===== src/rtl/mcu_core_param.sv =====
// mcu_core_param: parametrised accumulator MCU with valid/ready program load, HALT/resume.
// Optional MCU_SINGLE_STEP_EN adds a step input that gates each FETCH after an EXECUTE.
module mcu_core_param #(
   parameter int DW   = 8,
   parameter int PA_W = 4,
   parameter int DA_W = 4,
   parameter int IW   = DW + 4
) (
   input  logic            clk,
   input  logic            rst,
   input  logic            ld_valid,
   output logic            ld_ready,
   input  logic [IW-1:0]   ld_data,
   input  logic            ld_last,
   input  logic            resume,
`ifdef MCU_SINGLE_STEP_EN
   input  logic            step,
`endif
   output logic            halted,
   output logic [PA_W-1:0] pc_out,
   output logic [DW-1:0]   acc_out,
   output logic [3:0]      sr_out
);
   typedef enum logic [2:0] {LOAD, FETCH, DECODE, EXECUTE, HALT} state_t;
   state_t state;
   logic [IW-1:0] pmem [2**PA_W];
   logic [DW-1:0] dmem [2**DA_W];
   logic [PA_W-1:0] pc, load_addr;
   logic [IW-1:0] ir;
   logic [DW-1:0] acc, dr, imm, b, res;
   logic [3:0] sr, op;
   logic [DW:0] sum;
   logic c, o, upd, accept, go;
   assign op       = ir[IW-1:IW-4];
   assign imm      = ir[DW-1:0];
   assign ld_ready = state == LOAD;
   assign halted   = state == HALT;
   assign pc_out   = pc;
   assign acc_out  = acc;
   assign sr_out   = sr;
   assign accept   = ld_valid && ld_ready;
`ifdef MCU_SINGLE_STEP_EN
   logic hold;
   always_ff @(posedge clk)
      hold <= !rst && (state == EXECUTE ? op != 4'h1 : state == FETCH && hold && !step);
   assign go = !hold || step;
`else
   assign go = 1'b1;
`endif
   assign b   = op == 4'hD ? imm : dr;
   assign sum = op == 4'h9 ? {1'b0, acc} - {1'b0, dr} : {1'b0, acc} + {1'b0, b};
   assign upd = op == 4'h5 || op == 4'h6 || op >= 4'h8;
   always_comb begin
      res = acc;
      c = 1'b0;
      o = 1'b0;
      case (op)
         4'h5: res = imm;
         4'h6: res = dr;
         4'h8, 4'hD: begin
            res = sum[DW-1:0];
            c = sum[DW];
            o = acc[DW-1] == b[DW-1] && res[DW-1] != acc[DW-1];
         end
         4'h9: begin
            res = sum[DW-1:0];
            c = sum[DW];
            o = acc[DW-1] != dr[DW-1] && res[DW-1] != acc[DW-1];
         end
         4'hA: res = acc & dr;
         4'hB: res = acc | dr;
         4'hC: res = acc ^ dr;
         4'hE: begin
            res = {acc[DW-2:0], 1'b0};
            c = acc[DW-1];
         end
         4'hF: begin
            res = {1'b0, acc[DW-1:1]};
            c = acc[0];
         end
         default: ;
      endcase
   end
   always_ff @(posedge clk) begin
      if (accept) pmem[load_addr] <= ld_data;
      if (state == EXECUTE && op == 4'h7) dmem[imm[DA_W-1:0]] <= acc;
   end
   always_ff @(posedge clk) begin
      if (rst) begin
         state <= LOAD;
         load_addr <= '0;
         pc <= '0;
         acc <= '0;
         sr <= '0;
         ir <= '0;
         dr <= '0;
      end else begin
         case (state)
            LOAD: if (accept) begin
               load_addr <= load_addr + PA_W'(1);
               if (ld_last || load_addr == '1) begin
                  state <= FETCH;
                  pc <= '0;
                  acc <= '0;
                  sr <= '0;
                  ir <= '0;
                  dr <= '0;
               end
            end
            FETCH: if (go) begin
               ir <= pmem[pc];
               state <= DECODE;
            end
            DECODE: begin
               dr <= dmem[imm[DA_W-1:0]];
               state <= EXECUTE;
            end
            EXECUTE: begin
               state <= op == 4'h1 ? HALT : FETCH;
               if (upd) begin
                  acc <= res;
                  sr <= {res == '0, c, res[DW-1], o};
               end
               case (op)
                  4'h1: ;
                  4'h2: pc <= imm[PA_W-1:0];
                  4'h3: pc <= sr[3] ? imm[PA_W-1:0] : pc + PA_W'(1);
                  4'h4: pc <= sr[2] ? imm[PA_W-1:0] : pc + PA_W'(1);
                  default: pc <= pc + PA_W'(1);
               endcase
            end
            HALT: if (resume) begin
               state <= FETCH;
               pc <= '0;
               acc <= '0;
               sr <= '0;
            end
            default: state <= LOAD;
         endcase
      end
   end
endmodule


===== config.mk =====
export PLATFORM = sky130hd
export DESIGN_NAME = mcu_core_param
export DESIGN_NICKNAME = d
export VERILOG_FILES = /design/src/rtl/mcu_core_param.sv
export SDC_FILE = /design/constraint.sdc
export NUM_CORES = 1
export LEC_CHECK = 0
export ABC_CLOCK_PERIOD_IN_PS = 4900
export CORE_ASPECT_RATIO = 1.25
export CORE_MARGIN = 4
export CORE_UTILIZATION = 45
export DETAILED_ROUTE_END_ITERATION = 8
export SLEW_MARGIN = 0
export SYNTH_ARGS = -nofsm -noshare
export SYNTH_HDL_FRONTEND = slang
export SYNTH_SLANG_ARGS = --single-unit

===== constraint.sdc =====
create_clock -name clk -period 4.9 [get_ports clk]
set_input_delay 0.735 -clock clk [delete_from_list [all_inputs] [get_ports clk]]
set_output_delay 0.735 -clock clk [all_outputs]
set_load 0.005 [all_outputs]

==> results.txt <==
gr usage total: 0.195
die height: 220 um
DR vias/cell: 5.80
Total Negative Setup Slacks: 0 ns
Async S/R FF share, synth: 0
Slew headroom: 0.300
Synth Area in Compound Gates: 0.0698
hold-fix buffers at CTS: 0
CTS resizes: 0
diode count: 0
Worst Clk Skew: 0.0290 ns
Mapped Area: 16200 um^2
CORE AREA: 35500 um^2
Total Routed Length: 37500 um
htree depth: 2
RSZ-0062 raised after global routing: no
total clock sinks: 370
top cell type by total area after synthesis: edfxtp_1
CTS clk-pin slew, worst paths: 0.06 ns
Seq cells post-synth: 370
setup violators final: 0
Post-synth EDFFs: 320
startpoint types: flop
crit share post-route: 0.845
RePlAce Congestion: 0.905
P&R area growth vs syn: 13.2%
die width: 177 um
Mapped Avg Cell Area: 15.9 um^2
Max rail drop VDD: 0.286 mV
CTS Root Cell: clkbuf_16
Slew @ Worst Pin: 1.02 ns
critical path endpoint category: flop
initial antenna violation count: 0
ANT nets after route: 0
Worst EP required: 5.39 ns
first-iteration detailed-routing DRC count: 808
CTS buffer count: 39
layout cells sized above 1: 0.183
CTS tree: built
vias in the first global route: 9098
DR vias: 8985
Port Buffer Count: 34
Post-Synth Simple-Gate Area: 0.0747
Top FF cell, synth: edfxtp_1
largest net degree at the start of global routing: 49
total setup buffers inserted after CTS: 0
Final Max Tran Viols: 0
multiplexer share of the synthesized area: 0.141
Tmin final: 4.14 ns
critical path type: reg2reg
first-pass GRT wire length: 56900 um
most instantiated library cell after synthesis: edfxtp_1
Util after Layout: 0.516
initial core utilization: 0.456
Cell Pwr Density: 410 nW/um^2
routed length per instance: 24.2 um
Max Buffers Root-to-Sink: 3
sequential share of the synthesized area: 0.657
post-DP HPWL: 23900 um
Synth warnings: 0
hold crit path type: reg2reg
Multi-input gate area: 5120 um^2
syn_nets: 1062
top cells by area, synth: edfxtp_1 59%, mux4_2 13%, dfxtp_1 6.2%
number of max-cap violations: 0
Worst Path Arrival: 4.64 ns
final net count: 1095
Synth top cells by count: 320 x edfxtp_1, 92 x mux4_2, 76 x nor2_1, 50 x dfxtp_1, 36 x nand2_1
leak pwr: 5.56 nW
XOR/XNOR Fraction of Synth Area: 0.00535
FF+latch area: 10600 um^2
drt first pass iters: 5
post-synth top area share: 0.595
Final Hold Viols: 0
IO Pins: 35
Fmax: 0.241 GHz
gr ovfl total: 0
Worst Path Max Fanout: 40
DRC: 0
die area: 39000 um^2
fillers: 3013
Unique masters post-synth: 73
row cnt: 77
largest family of logic cells by synthesized area: multiplexers
outcome: finished clean
Syn Inst Count: 1014
post-synthesis adder-cell area fraction: 0.0245
clk_lat worst skew: 0.55 ns
==> power breakdown <==
group / internal (W) / leakage [nW] / switching (W) / total, W
Combinational: 0.000366 / 1.82 / 0.000492 / 0.000858
Clock: 0.00187 / 0.650 / 0.00121 / 0.00308
Sequential: 0.00347 / 3.09 / 0.000102 / 0.00357
==> cell type report <==
cell class / instances / share of cell area
well taps: 474 / 0.0324
flip-flops and latches: 370 / 0.580
clock buffers: 44 / 0.0555
clock inverters: 25 / 0.0182
multi-input cells: 552 / 0.280
inverters: 26 / 0.00534
repair buffers: 58 / 0.0282
==> critical path, cell delays in order (launching register included) <==
cell      delay [ns]
dfxtp_1         0.36
buf_4           0.37
nand4b_2        0.45
mux2i_1         0.25
ha_1            0.32
nand2_1         0.09
a21oi_1         0.07
a311oi_1        0.28
ha_1            0.32
a21oi_1         0.15
o21ai_0         0.12
xor2_1          0.17
a22o_1          0.21
or4_1           0.52
nor4_1          0.26
a21o_1          0.15
==> cells in the final DEF, fill, tap and decap left out, types with 11 or more instances in the layout <==
master / Yosys / final
edfxtp_1: 320 / 320
ha_1: 30 / 30
mux2i_1: 19 / 19
buf_4: 4 / 24
dfxtp_1: 50 / 47
mux4_2: 92 / 92
nor2_1: 76 / 76
and3_1: 13 / 13
nor3_1: 21 / 20
nor2b_1: 14 / 14
a22oi_1: 34 / 34
nand3_1: 11 / 11
o21ai_0: 30 / 30
a211oi_1: 13 / 13
clkbuf_16: 0 / 39
a21oi_1: 35 / 35
clkdlybuf4s50_1: 0 / 33
nand2_1: 36 / 36
inv_1: 26 / 26
==> metal layers <==
| metal | vias to the layer above | global-route usage | share of wire |
|---|---|---|---|
| li1 | 4095 | - | - |
| met1 | 4590 | 0.245 | 0.40 |
| met2 | 226 | 0.343 | 0.52 |
| met3 | 74 | 0.0314 | 0.041 |
| met4 | 0 | 0.0702 | 0.037 |
| met5 | - | 0 | 0 |
==> final timing paths <==
path	start	to	slack, ns	cells past startpoint
setup / recovery	ir[10]$_SDFFE_PP0P_	sr_out[3]$_SDFFE_PP0P_	0.76	15
hold / removal	sr_out[0]$_SDFFE_PP0P_	sr_out[0]$_SDFFE_PP0P_	0.46	2
setup reg to reg	ir[10]$_SDFFE_PP0P_	sr_out[3]$_SDFFE_PP0P_	0.76	15
hold reg to reg	sr_out[0]$_SDFFE_PP0P_	sr_out[0]$_SDFFE_PP0P_	0.46	2
==> flip-flops by register name (all words and copies together) (netlist names), named ones only <==
signal     count
pmem         192
dmem         128
ir            12
dr             8
acc_out        7
load_addr      4
pc_out         4
sr_out         4
state          3
==> logic make-up (layout without fill, tap and decap cells) <==
| group | after synthesis | count (layout) |
|---|---|---|
| xor+xnor | 9 | 9 |
| fa+ha+maj | 31 | 31 |
| compound gates | 167 | 167 |
| flops | 370 | 370 |
| simple gates | 232 | 232 |
| mux | 113 | 113 |
| buf+inv | 92 | 153 |
==> per-stage QoR <==
stage	cells	total power [W]	hold slack (ns)	worst slack [ns]	cell area, um^2
after floorplan	1014	0.00425	0.448	1.43	16200
after global placement	1480	0.00449	0.455	0.824	16900
after detailed placement	1480	0.00449	0.453	0.784	16900
after CTS	1549	0.00757	0.465	0.774	18300
after global routing	1549	0.00780	0.473	0.391	18300
final	1549	0.00751	0.459	0.757	18300
Note: power is estimated with default switching activity, not from simulation.
